[config.mk]
export PLATFORM = sky130hd
export DESIGN_NAME = cpu_run_controller
export DESIGN_NICKNAME = d
export VERILOG_FILES = /design/src/rtl/cpu_run_pkg.sv /design/src/rtl/bp_match_unit.sv /design/src/rtl/cpu_run_controller.sv
export SDC_FILE = /design/constraint.sdc
export NUM_CORES = 1
export LEC_CHECK = 0
export ABC_AREA = 1
export CAP_MARGIN = 0
export CELL_PAD_IN_SITES_DETAIL_PLACEMENT = 1
export CELL_PAD_IN_SITES_GLOBAL_PLACEMENT = 1
export CORE_MARGIN = 8
export CORE_UTILIZATION = 28
export CTS_BUF_LIST = sky130_fd_sc_hd__clkbuf_4 sky130_fd_sc_hd__clkbuf_8
export CTS_CLUSTER_SIZE = 10
export DETAILED_ROUTE_END_ITERATION = 16
export PLACE_DENSITY = 0.76
export SLEW_MARGIN = 15
export SYNTH_ARGS = -nofsm -noshare
export SYNTH_HDL_FRONTEND = slang
export SYNTH_SLANG_ARGS = --single-unit
export TNS_END_PERCENT = 1
[constraint.sdc]
create_clock -name clk -period 1.8 [get_ports clk]
set_input_delay 0.27 -clock clk [delete_from_list [all_inputs] [get_ports clk]]
set_output_delay 0.27 -clock clk [all_outputs]
set_load 0.1 [all_outputs]
[src/rtl/cpu_run_pkg.sv]
// Shared definitions for the processor run controller: state encoding and the
// default halt opcode.
package cpu_run_pkg;

  typedef enum logic [2:0] {
    ST_IDLE    = 3'd0,
    ST_RESET   = 3'd1,
    ST_RUN     = 3'd2,
    ST_BREAK   = 3'd3,
    ST_HALT    = 3'd4,
    ST_TIMEOUT = 3'd5
  } run_state_t;

  localparam logic [31:0] DEFAULT_HALT_INSTR = 32'hFC00_0000;

endpackage

[src/rtl/bp_match_unit.sv]
// Address breakpoint comparators: flags a hit when any enabled slot equals the
// current fetch address (full-width equality, no masking).
module bp_match_unit #(
  parameter int NUM_BP = 2,
  parameter int ADDR_W = 32
) (
  input  logic [ADDR_W-1:0]        addr,
  input  logic [NUM_BP-1:0]        bp_en,
  input  logic [NUM_BP*ADDR_W-1:0] bp_addr,
  output logic                     hit
);

  // NOTE: every signal written in always_comb gets a default first, so no path
  // leaves it unassigned and no latch is inferred.
  always_comb begin
    hit = 1'b0;
    for (int i = 0; i < NUM_BP; i++) begin
      if (bp_en[i] && (bp_addr[i*ADDR_W +: ADDR_W] == addr)) hit = 1'b1;
    end
  end

endmodule

[src/rtl/cpu_run_controller.sv]
// Run-control wrapper for the single-cycle processor: reset sequencing, halt
// detection, address breakpoints, single-step and an enabled-cycle timeout.
module cpu_run_controller
  import cpu_run_pkg::*;
#(
  parameter int                  ADDR_W     = 32,
  parameter int                  INSTR_W    = 32,
  parameter logic [INSTR_W-1:0]  HALT_INSTR = INSTR_W'(DEFAULT_HALT_INSTR),
  parameter int                  RST_CYCLES = 5,
  parameter int                  NUM_BP     = 2,
  parameter int                  CNT_W      = 32,
  parameter int                  MAX_CYCLES = 1000
) (
  input  logic                     clk,
  input  logic                     reset_n,
  input  logic                     start,
  input  logic                     step,
  input  logic [INSTR_W-1:0]       instr,
  input  logic [ADDR_W-1:0]        inst_addr,
  input  logic [NUM_BP-1:0]        bp_en,
  input  logic [NUM_BP*ADDR_W-1:0] bp_addr,
  output logic                     pc_reset,
  output logic                     pc_enable,
  output logic [2:0]               state,
  output logic [CNT_W-1:0]         cycle_count,
  output logic [ADDR_W-1:0]        stop_pc
);

  localparam int               RC_W       = $clog2(RST_CYCLES + 1);
  localparam logic [RC_W-1:0]  RST_LOAD   = RC_W'(RST_CYCLES - 1);
  localparam logic [CNT_W-1:0] TIMEOUT_AT = CNT_W'(MAX_CYCLES - 1);

  run_state_t        state_q, state_d;
  logic [RC_W-1:0]   rst_cnt_q, rst_cnt_d;
  logic [CNT_W-1:0]  cnt_q, cnt_d;
  logic [ADDR_W-1:0] stop_pc_q, stop_pc_d;
  logic              pc_reset_q, pc_reset_d;
  logic              skip_q, skip_d;
  logic              step_q, step_d;
  logic              recap_q, recap_d;
  logic              bp_hit, halt_hit;

  bp_match_unit #(.NUM_BP(NUM_BP), .ADDR_W(ADDR_W)) u_bp (
    .addr   (inst_addr),
    .bp_en  (bp_en),
    .bp_addr(bp_addr),
    .hit    (bp_hit)
  );

  assign halt_hit = (instr == HALT_INSTR);

  always_comb begin
    state_d   = state_q;
    rst_cnt_d = rst_cnt_q;
    cnt_d     = cnt_q;
    skip_d    = skip_q;
    step_d    = step_q;
    recap_d   = 1'b0;
    // After an enabled cycle the PC has moved; latch where it landed.
    stop_pc_d = recap_q ? inst_addr : stop_pc_q;
    pc_enable = 1'b0;

    unique case (state_q)
      ST_IDLE: if (start) begin
        state_d   = ST_RESET;
        rst_cnt_d = RST_LOAD;
      end
      ST_RESET: begin
        cnt_d = '0;
        if (rst_cnt_q == '0) state_d = ST_RUN;
        else                 rst_cnt_d = rst_cnt_q - RC_W'(1);
      end
      ST_RUN: begin
        skip_d = 1'b0;
        step_d = 1'b0;
        if (halt_hit) begin
          state_d   = ST_HALT;
          stop_pc_d = inst_addr;
        end else if (bp_hit && !skip_q) begin
          state_d   = ST_BREAK;
          stop_pc_d = inst_addr;
        end else begin
          pc_enable = 1'b1;
          if (cnt_q != '1) cnt_d = cnt_q + CNT_W'(1);
          if (cnt_q >= TIMEOUT_AT) begin
            state_d = ST_TIMEOUT;
            recap_d = 1'b1;
          end else if (step_q) begin
            state_d = ST_BREAK;
            recap_d = 1'b1;
          end
        end
      end
      ST_BREAK: begin
        // Resuming or stepping executes the instruction sitting on the breakpoint.
        if (start) begin
          state_d = ST_RUN;
          skip_d  = 1'b1;
        end else if (step) begin
          state_d = ST_RUN;
          skip_d  = 1'b1;
          step_d  = 1'b1;
        end
      end
      ST_HALT, ST_TIMEOUT: if (start) begin
        state_d   = ST_RESET;
        rst_cnt_d = RST_LOAD;
      end
      default: state_d = ST_IDLE;
    endcase

    pc_reset_d = (state_d == ST_RESET);
  end

  // NOTE: sequential state uses non-blocking assignments so every flop samples
  // the pre-edge values regardless of statement order.
  always_ff @(posedge clk or negedge reset_n) begin
    if (!reset_n) begin
      state_q    <= ST_IDLE;
      rst_cnt_q  <= '0;
      cnt_q      <= '0;
      stop_pc_q  <= '0;
      pc_reset_q <= 1'b0;
      skip_q     <= 1'b0;
      step_q     <= 1'b0;
      recap_q    <= 1'b0;
    end else begin
      state_q    <= state_d;
      rst_cnt_q  <= rst_cnt_d;
      cnt_q      <= cnt_d;
      stop_pc_q  <= stop_pc_d;
      pc_reset_q <= pc_reset_d;
      skip_q     <= skip_d;
      step_q     <= step_d;
      recap_q    <= recap_d;
    end
  end

  assign pc_reset    = pc_reset_q;
  assign state       = state_q;
  assign cycle_count = cnt_q;
  assign stop_pc     = stop_pc_q;

endmodule
-- After elaboration in Yosys (flattened, before gate mapping)
Cells that the tools add are included.
- bits of input ports: 134
- word-level logic and storage cells: 78
- register bits: 74
- output and inout port bits: 69
- reductions and logical operators: 14
- $add $sub $neg: 2
- equality and inequality tests: 18
- muxes and demuxes: 35
- $lt $le $gt $ge: 1
- operator list (kind ; count):
    two-way mux 32 bit ; 7
    == test 32 bit ; 2
    case mux 32 bit (2 select lines) ; 1
    adder 32 x 1 -> 32 bit, second input constant ; 1
    == test 32 bit, second input constant ; 1
    >= comparator 32 x 10 -> 1 bit, second input constant ; 1
    inequality test 32 bit, second input constant ; 1
    two-way mux 3 bit ; 10
    two-way mux 1 bit ; 13
    inequality test 2 bit, second input constant ; 6
    case mux 3 bit (4 select lines) ; 1
    == test 3 x 1 -> 1 bit, second input constant ; 2
    == test 3 x 2 -> 1 bit, second input constant ; 2
    == test 3 bit, second input constant ; 2
    logical NOT 3 bit ; 2
    case mux 3 bit (2 select lines) ; 1
    AND reduction 3 bit ; 2
    nonzero test 2 bit ; 3
    case mux 1 bit (2 select lines) ; 2
    AND reduction 4 bit ; 1
    logical AND 1 bit ; 3
    inequality test 3 bit, second input constant ; 1
    OR reduction 3 bit ; 1
    subtractor 3 x 1 -> 3 bit, second input constant ; 1
    other kinds (3) ; 3

-- Depth between registers and ports, before layout
Gate-level depths: netlist of run 1.
- depth in word-level cells: 9
- depth in mapped cells: 17
- depth with buffers taken out: 16

-- Hierarchy
A second synthesis of run 1 with hierarchy kept.
- cells, all modules: 947
- area, all modules: 5703.0 um^2
- modules (own cells, without submodules) (module ; times used ; cells an instance ; area each (um^2)):
    cpu_run_controller ; 1 ; 678 ; 4576.9
    bp_match_unit ; 1 ; 269 ; 1126.1

-- Worst setup path after synthesis of run 1
Ideal clock, no wire load.
- kind: register -> output
- start: register state_q[1] (netlist: state[1])
- end: output pc_enable
- stages on the path, launching flop included: 9
- arrival: 2.455 ns
- setup slack: -0.925 ns
- cells stage by stage: dfrtp_1 > inv_2 > nor2_1 > inv_1 > nor2_2 > inv_2 > a21oi_1 > nand2_1 > inv_1
- longest elaborated chain between the ends: 2
- ends and longest elaborated chain (item ; RTL line ; source):
    from (decl) ; cpu_run_controller.sv:33 ; run_state_t state_q, state_d;
    from (signal assigned) ; cpu_run_controller.sv:128 ; state_q <= state_d;
    == test 3 x 2 -> 1 bit ; cpu_run_controller.sv:63 ; unique case (state_q)
    two-way mux 1 bit ; cpu_run_controller.sv:63 ;
    to (decl) ; cpu_run_controller.sv:23 ; output logic pc_enable,
Every way passes these cells.

-- Worst setup path after layout of run 1
- start: input instr[13]
- end: output pc_enable
- longest elaborated chain between the ends: 3
- ends and longest elaborated chain (item ; RTL line ; source):
    from (decl) ; cpu_run_controller.sv:18 ; input logic [INSTR_W-1:0] instr,
    == test 32 bit ; cpu_run_controller.sv:50 ; assign halt_hit = (instr == HALT_INSTR);
    two-way mux 1 bit ; cpu_run_controller.sv:76 ; if (halt_hit) begin
    two-way mux 1 bit ; cpu_run_controller.sv:63 ;
Every way passes these cells.

==> flow_summary_export.csv, run 1 <==
group,metric,value,unit
critical_path,worstSetupStartpointType,"input port",
clock_tree,numClockSinks,74,
clock_tree,clockBufferDepth,2,
detailed_routing,wl_per_cell,15.94,microns
synthesis,ys.flop_type,"dfrtp_1",
sta,tightestPinTransition,0.4072,ns
detailed_routing,vias,6479,
critical_path,cp.buffers_inverters,3,
synthesis,syn_inst,825,
floorplan,start_util,28.26,%
placement,portBuffers,202,
sta,drv_slew,0,
floorplan,num_io_pins,203,
layout,final_cells,1396,
critical_path,cp_data_required_time,1.53,ns
layout,area_growth,71.99,%
sta,hold_viol_final,0,
synthesis,syn_nets,962,
sta,fmax,501.2,MHz
floorplan,core.rowCount,51,
clock_tree,clock_latency,0.38,ns
clock_tree,cts_tree,"yes",
synthesis,ys_types,37,
power_and_ir_drop,max-vdd-ir-drop,622.3,uV
floorplan,core-area,19270,sq um
synthesis,synth-seq-area-share,34.01,%
synthesis,yosysTopAreaCell,"dfrtp_1",
synthesis,syn_avg_cell_area,6.600,sq um
detailed_routing,wirelength,22.25,mm
critical_path,critPathSlowestCell,"clkdlybuf4s50_1",
placement,dp_cells,1370,
hold_path,hold_class,"input port to register",
clock_tree,path_clk_slew,0.09,ns
critical_path,critPathKind,"input port to output port",
grt,grt_pass1_wl,36.52,mm
flow_run,maxCapViolations,0,
critical_path,arrival,1.73,ns
layout,fin_nets,1263,
grt,grtUsageTotal,18.84,%
sta,skew,0.01207,ns
critical_path,timing.rr.start,"cycle_count[0]",
detailed_routing,ant_nets,0,
critical_path,critPathTopFamily,"buffers and inverters",
clock_tree,htree_levels,3,
sta,min_period_over_period,110.8,%
outcome,violations,"setup timing",
sta,layout_min_cycle_time,1.995,ns
synthesis,yosys-top-cells-area,"dfrtp_1, nand2_1, nor2_1",
layout,most-common-layout-cells,"nand2_1, buf_4, nor2_1",
clock_tree,cts_buffers,9,
critical_path,worstSetupStartpoint,"instr[13]",
sta,rsz0062_at_grt,"true",
clock_tree,clock-root-buffer,"clkbuf_8",
detailed_routing,drcViolationCount,0,
layout,diodes,0,
synthesis,syn_area,5445,sq um
critical_path,endpoint_kind,"output port",
floorplan,die_h,155.5,microns
synthesis,synthArstFlopShare,100.0,%
critical_path,slowest_delay,0.42,ns
layout,layout_commonest_cell,"nand2_1",
placement,place_congestion,0.8961,
detailed_routing,drtIter0Drc,193,
grt,grt_max_degree,38,
power_and_ir_drop,p_leak,0.004499,uW
grt,globalRouteOverflowTotal,0,
sta,final-setup-viol-count,21,
grt,antenna_found_initial,0,
detailed_routing,first_pass_iters,4,
layout,post_route_cells_drive_above_1_share,29.89,%
outcome,status,"finished with violations",
sta,worst_slack,-0.1951,ns
hold_path,hold_start,"inst_addr[19]",
synthesis,synth_edf_count,0,
grt,first_global_vias,7094,
critical_path,cp_cell_sequence,"clkdlybuf4s50_1 > nor4_1 > and3b_2 > a21oi_4 > nand2_4 > clkinvlp_4 > buf_12",
critical_path,cp_max_fo,2,
floorplan,die_x,155.5,microns
floorplan,fp.dieArea,24170,sq um
synthesis,netlist.area_leader.share,34.01,%
synthesis,yosys_register_bits,74,
synthesis,yosys_warnings,0,
placement,dpl_worst_slack,-0.8477,ns
detailed_routing,viasPerCell,4.641,
power_and_ir_drop,power.density,1188,nW/um^2
sta,max-slew-margin-rel,72.85,%
placement,hpwl,18.27,mm
-- registers in the layout, indices dropped and copies added, names as in the netlist --
register	count
state	3
cycle_count	32
step_q	1
skip_q	1
pc_reset	1
stop_pc	32
rst_cnt_q	3
recap_q	1
-- final timing paths --
check / to / slack (ns) / cells after the start
hold / removal: stop_pc[19] / 0.11 / 3
setup reg to reg: cycle_count[17] / -0.02 / 12
min in group asynchronous: state[1] / 0.30 / 2
hold reg to reg: rst_cnt_q[2] / 0.50 / 2
setup / recovery: pc_enable / -0.20 / 7
max in group asynchronous: cycle_count[1] / 0.85 / 3
-- where the power goes --
| group | internal, uW | switching (uW) |
|---|---|---|
| Clock | 1080 | 703 |
| Combinational | 2080 | 4730 |
| Sequential | 2140 | 385 |
| Total | 5310 | 5820 |
-- timing repair --
item	4_1_cts	5_1_grt
gates resized for setup	180	44
hold buffers	1	0
setup buffers	7	2
endpoints found under the setup margin	68	72
hold endpoints to repair	13	0
pin swaps	74	24
-- cell usage after synthesis (7+ instances only) --
cell type / number
inv_2: 16
o21ai_0: 13
nor2_1: 109
nor3_1: 14
xnor2_1: 25
nand3_1: 73
buf_6: 9
nor4_1: 17
nand4_1: 19
buf_2: 7
dfrtp_1: 74
nand2_1: 288
nand3_2: 11
inv_1: 74
xor2_1: 26
-- worst min-delay path: stages --
cell      delay (ns)
clkbuf_2        0.10
nand2_1         0.05
nand2_1         0.05
-- routing by layer --
| metal | track usage (%) | share of wire (%) | up-vias |
|---|---|---|---|
| li1 | - | - | 3195 |
| met1 | 19.71 | 38 | 3099 |
| met2 | 34.99 | 53 | 142 |
| met3 | 6.130 | 6.0 | 43 |
| met4 | 5.869 | 2.8 | 0 |
| met5 | 0 | 0 | - |
-- logic make-up (layout without fill, tap and decap cells) --
group	count (synthesis)	in the layout	synth area share [%]
AND/OR/NAND/NOR	546	546	43.87
buffers and inverters	120	426	9.949
AO/OA/AOI/OAI	31	31	3.286
XOR/XNOR	51	51	8.203
flip-flops	74	74	34.01
adder cells (fa/ha/maj)	3	3	0.6894
-- through the flow --
step / hold slack (ns) / util, % / total power, uW / setup TNS [ns] / area [sq um]
floorplan: -0.02559 / - / 6858 / -3.423 / 5592
CTS: 0.1258 / 48.34 / 11200 / -0.9749 / 9315
global placement: 0.1476 / 46.83 / 9263 / -44.37 / 9025
global route: 0.1167 / 48.60 / 11660 / -7.509 / 9365
finish: 0.1140 / 48.60 / 11130 / -0.3508 / 9365
detailed placement: 0.1518 / 46.83 / 9375 / -51.94 / 9025
-- final cells by class --
type                            instances  area, sq um
Clock buffer                           10        131.4
Sequential cell                        74         1946
Inverter                               94        364.1
Timing Repair Buffer                  316         3233
Tap cell                              265        331.6
Fill cell                            2441         9906
Clock inverter                          6        137.6
Multi-Input combinational cell        631         3222
(Power assumes the default switching activity.)
==> run 2, diff against run 1 <==
Settings changed: SLEW_MARGIN 15 to 10.
==> results of run 2 <==
The final DEF is identical to that of run 1; final timing and power are the same.
==> variant 1 (flow settings as in run 1) <==
Reset style: synchronous (`reset_n`), changed in one clocked block.
--- a/src/rtl/cpu_run_controller.sv
+++ b/src/rtl/cpu_run_controller.sv
@@ -114,7 +114,7 @@
 
   // NOTE: sequential state uses non-blocking assignments so every flop samples
   // the pre-edge values regardless of statement order.
-  always_ff @(posedge clk or negedge reset_n) begin
+  always_ff @(posedge clk) begin
     if (!reset_n) begin
       state_q    <= ST_IDLE;
       rst_cnt_q  <= '0;
Function: differs if reset_n is asserted again (counterexample within 4 cycles, from zero or initial values and one cycle with reset_n low); with reset_n held inactive, the same outputs for 10 cycles.
==> variant 1 against run 1 <==
- the flow still finishes with violations (negative setup slack)
- highest routed layer unchanged
- worst setup slack improved by 16 ps
- utilization rose by 2.0 points
- wire length rose by 33%
- synthesized cell count rose by 23%
- via count rose by 26%
- design area rose by 9.8%
- largest cell class is now multi-input gates
- area after synthesis rose by 6.9%
- sequential cell count did not move
- clock skew rose by 8.5 ps
Power is not compared: it rests on default switching activity, and its combinational part moved more than twofold at a synthesized area within 25%.
==> variant 1: results (changes against run 1) <==
- DP Area: 0.00939 mm^2 (was 0.00902 mm^2)
- First-pass GRT wire length: 44.6 mm (was 36.5 mm)
- WP data arrival: 1710 ps (was 1730 ps)
- Hpwl dp: 21.7 mm (was 18.3 mm)
- Fill count: 2666 (was 2441)
- Largest net degree at the start of global routing: 39 (was 38)
- CP max-delay cell: dlygate4sd2_1 (was clkdlybuf4s50_1)
- Drt first-iter violations: 364 (was 193)
- Post-Syn Instances: 1017 (was 825)
- FF-to-FF path depth: 13 (was 12)
- Crit path max-delay family: simple AND/OR/NAND/NOR gates (was buffers and inverters)
- Met2 routed WL: 14.6 mm (was 11.8 mm)
- Seq/Total Area, Yosys: 25.4% (was 34.0%)
- Setup Total Neg Slack: -6930 ps (was -351 ps)
- Worst r2r dst: cycle_count[0] (was cycle_count[17])
- Post-route clock skew: 20.6 ps (was 12.1 ps)
- Failing checks: negative setup slack (unchanged)
- Worst setup startpoint: bp_addr[43] (was instr[13])
- Final setup viols: 65 (was 21)
- Pre-CTS setup slack: -660 ps (was -848 ps)
- Synth Net Count: 1154 (was 962)
- Status: complete, but fails checks (unchanged)
- Post-synth top cells: 333 x nand2_1, 192 x nor2_1, 120 x inv_1 (was 288 x nand2_1, 109 x nor2_1, 74 x dfrtp_1, 74 x inv_1, 73 x nand3_1)
- Max_slew headroom: 71.9% (was 72.9%)
- Slack of the critical path: -179 ps (was -195 ps)
- Tot GR Track Use: 21.5% (was 18.8%)
- Met1 usage: 25.7% (was 19.7%)
==> variant 1: cell types whose count changed after synthesis, moves of 8 or more <==
cell and delta:
nor2_1 +83, dfrtp_1 -74, dfxtp_1 +74, inv_1 +46, nand2_1 +45, nand3_1 -43, nand4_1 +32, a21oi_1 +24
nor3_1 +14, nand3_2 -11, a21oi_2 +9, xor2_1 -9, clkbuf_1 +8
==> variant 1: how the worst min path moves through the flow <==
stage                              end     startpoint  depth (start not counted)  slack (ps)
after floorplan             stop_pc[9]   inst_addr[9]                          2         400
after global placement    rst_cnt_q[0]   rst_cnt_q[0]                          1         430
after detailed placement  rst_cnt_q[0]   rst_cnt_q[0]                          1         470
after CTS                  stop_pc[24]  inst_addr[24]                          5         240
after global routing       stop_pc[24]  inst_addr[24]                          5         280
final                      stop_pc[24]  inst_addr[24]                          5         260
==> variant 1: area by class of cell <==
class	instances	area, um^2	share of cell area [%]
multi-input cells	784	4230	41.1
repair buffers	380	3470	33.7
flip-flops and latches	74	1580	15.3
inverters	130	499	4.86
well taps	270	338	3.29
clock buffers	10	131	1.28
clock inverters	6	33.8	0.329
diodes	3	7.51	0.0730
==> variant 1: what timing repair did <==
| action | in CTS | in global routing |
|---|---|---|
| pin swaps | 103 | 49 |
| cloned | 0 | 3 |
| endpoints found under the setup margin | 69 | 69 |
| buffers inserted | 46 | 7 |
| resized for setup | 397 | 89 |
==> variant 1: cell families (layout without fill, tap and decap cells) <==
kind of cell	Yosys count	after routing	share of synthesized area [%]
buffers and inverters	159	526	11.5
and+or+nand+nor	684	684	50.3
DFF	74	74	25.4
xor gates and xnor gates	45	45	6.77
AOI/OAI and AO/OA	52	52	5.26
other	0	3	0
adders and majority gates	3	3	0.645
==> variant 2 (config.mk and constraints of run 1) <==
Without the edit above. Change the parameter `RST_CYCLES` from 5 to 6.
--- a/src/rtl/cpu_run_controller.sv
+++ b/src/rtl/cpu_run_controller.sv
@@ -6,7 +6,7 @@
   parameter int                  ADDR_W     = 32,
   parameter int                  INSTR_W    = 32,
   parameter logic [INSTR_W-1:0]  HALT_INSTR = INSTR_W'(DEFAULT_HALT_INSTR),
-  parameter int                  RST_CYCLES = 5,
+  parameter int                  RST_CYCLES = 6,
   parameter int                  NUM_BP     = 2,
   parameter int                  CNT_W      = 32,
   parameter int                  MAX_CYCLES = 1000
Behaviour: not the same (a bounded check fails within 10 cycles, from zero or initial values and one cycle with reset_n low).
==> variant 2 against run 1 <==
- worst setup slack improved by 34 ps
- critical endpoint unchanged
- highest routed layer is now met5
- sequential cell count unchanged
- sequential power increased by 6%
- hold slack improved by 23 ps
- power increased by 2.2%
- design area increased by 6.3%
- combinational power increased by 7.9%
- area after synthesis increased by 4.6%
- wire length increased by 6.7%
- the run still ends with negative setup slack left
==> variant 2: results (changes against run 1) <==
- Synth warn: 0 (unchanged)
- Most frequent cell after synthesis: nand2_1 (unchanged)
- DP Area: 0.00961 mm^2 (was 0.00902 mm^2)
- Hpwl dp: 19.9 mm (was 18.3 mm)
- Synth Net Count: 965 (was 962)
- Tot GR Track Use: 19.2% (was 18.8%)
- Crit Path Max Fanout: 2 (unchanged)
- Post-synth top cells: 294 x nand2_1, 114 x nor2_1, 74 x dfrtp_1 (was 288 x nand2_1, 109 x nor2_1, 74 x dfrtp_1, 74 x inv_1, 73 x nand3_1)
- Vias in the first global route: 7440 (was 7094)
- Leakage power: 4.64 nW (was 4.50 nW)
- Root buffer cell: clkbuf_8 (unchanged)
- Drt pass-1 iters: 4 (unchanged)
- CTS H-Tree Depth: 3 (unchanged)
- Worst r2r dst: cycle_count[28] (was cycle_count[17])
- Slack of the critical path: -161 ps (was -195 ps)
- Worst Hold Path EP: stop_pc[29] (was stop_pc[19])
- Via Count: 6531 (was 6479)
- Clk_lat worst skew: 360 ps (was 380 ps)
- Synth Area per Inst: 6.88 um^2 (was 6.60 um^2)
- GPL Wtd Cong: 0.877 (was 0.896)
- Worst hold path startpoint: inst_addr[29] (was inst_addr[19])
- Largest net degree at the start of global routing: 33 (was 38)
- Seq/Total Area, Yosys: 32.5% (was 34.0%)
- Failing checks: negative setup slack (unchanged)
- Area contributors post-synth: dfrtp_1 33%, nand2_1 19%, nand3_2 11% (was dfrtp_1 34%, nand2_1 20%, nor2_1 7.5%)
- First-pass GRT wire length: 37.5 mm (was 36.5 mm)
- R2R Path Start: cycle_count[0] (unchanged)
- Ys async rst share: 100% (unchanged)
- CP max-delay cell: clkdlybuf4s50_1 (unchanged)
- WP data arrival: 1690 ps (was 1730 ps)
- Final std cells w/o fill: 1408 (was 1396)
- Layout Nets: 1270 (was 1263)
- Hold WS: 137 ps (was 114 ps)
- Worst slew pin tran: 496 ps (was 407 ps)
- CTS Buf Count: 9 (unchanged)
- Setup Total Neg Slack: -3800 ps (was -351 ps)
- FF-to-FF path depth: 12 (unchanged)
- Post-route clock skew: 8.97 ps (was 12.1 ps)
- Final setup viols: 66 (was 21)
- CTS max path bufs: 2 (unchanged)
- WL per Instance: 16.9 um (was 15.9 um)
- # diodes: 0 (unchanged)
- Slowest Stage Delay on Critical Path: approximately 410 ps
- Initial antenna violation count: 4 (was 0)
- Fraction of layout cells with a size suffix above 1: 36.2% (was 29.9%)
- Post-synthesis cell type count: 36 (was 37)
- Status: complete, but fails checks (unchanged)
- Reg2Reg Setup Slack: -70 ps (was -20 ps)
- Fill count: 2424 (was 2441)
- Dominant synthesized flop cell: dfrtp_1 (unchanged)
- Maximum VDD drop: 845 uV (was 622 uV)
- Crit path max-delay family: buffers and inverters (unchanged)
variant 2: changes by cell type after synthesis, moves of 2 or more:
cell     delta
nand2_1     +6
nor3_1      -2
nor2_4      +3
xnor2_1     +2
inv_1       -5
nand3_1    -48
nand3_2    +49
nand4_1     -3
nor2_1      +5
inv_2       +5
buf_2       -5
xor2_1      -6
variant 2: report_power, final:
group	switching (mW)	internal [mW]	leakage [nW]
clock	0.679	0.647	0.0992
combinational	4.68	2.67	3.65
sequential	0.560	2.13	0.891
total	5.92	5.45	4.64
variant 2: stage by stage:
step           worst slack, ps  power [mW]
3_3_place_gp              -725        9.95
6_report                  -161        11.4
4_1_cts                   -178        11.4
3_5_place_dp              -786        10.1
5_1_grt                   -252        11.9
2_1_floorplan             -140        6.95
variant 2: timing repair:
item	in CTS	in global routing
endpoints found under the setup margin	68	71
setup buffers	7	0
gates resized for setup	187	46
hold endpoints to repair	30	0
hold buffers	1	0
pin swaps	72	26
variant 2: worst max path at each step:
stage,to,from,slack (ps),cells past startpoint
2_1_floorplan,pc_enable,state[2],-140,7
6_report,pc_enable,bp_addr[43],-160,12
3_5_place_dp,cycle_count[4],inst_addr[21],-790,17
5_1_grt,pc_enable,state[2],-250,8
3_3_place_gp,cycle_count[4],inst_addr[30],-720,14
4_1_cts,pc_enable,state[2],-180,8
variant 2: worst min-delay path: cells and delay by family:
| kind | cells | cell delay [ps] |
|---|---|---|
| buffers and inverters | 1 | 100 |
| and+or+nand+nor | 2 | 100 |
variant 2: routing by layer:
layer	routed length (um)	part of all wire (%)	track usage (%)
met3	2020	8.5	7.38
met5	29	0.12	0
met1	9270	39	20.4
met2	12100	51	35.2
met4	327	1.4	4.18
variant 2: kinds of logic after synthesis:
| logic type | Yosys count | share of synthesized area, % |
|---|---|---|
| adders and majority gates | 3 | 0.659 |
| and+or+nand+nor | 557 | 47.2 |
| xor gates and xnor gates | 47 | 7.23 |
| DFF | 74 | 32.5 |
| AOI/OAI and AO/OA | 30 | 3.03 |
| buffers and inverters | 117 | 9.33 |
variant 2: layout make-up:
class	instances	area, um^2	area share, %
timing repair buffer	316	3560	35.7
multi-input combinational	637	3560	35.8
tap	270	338	3.39
clock buffer	10	131	1.32
inverter	95	365	3.67
clock inverter	6	57.6	0.578
sequential	74	1940	19.5
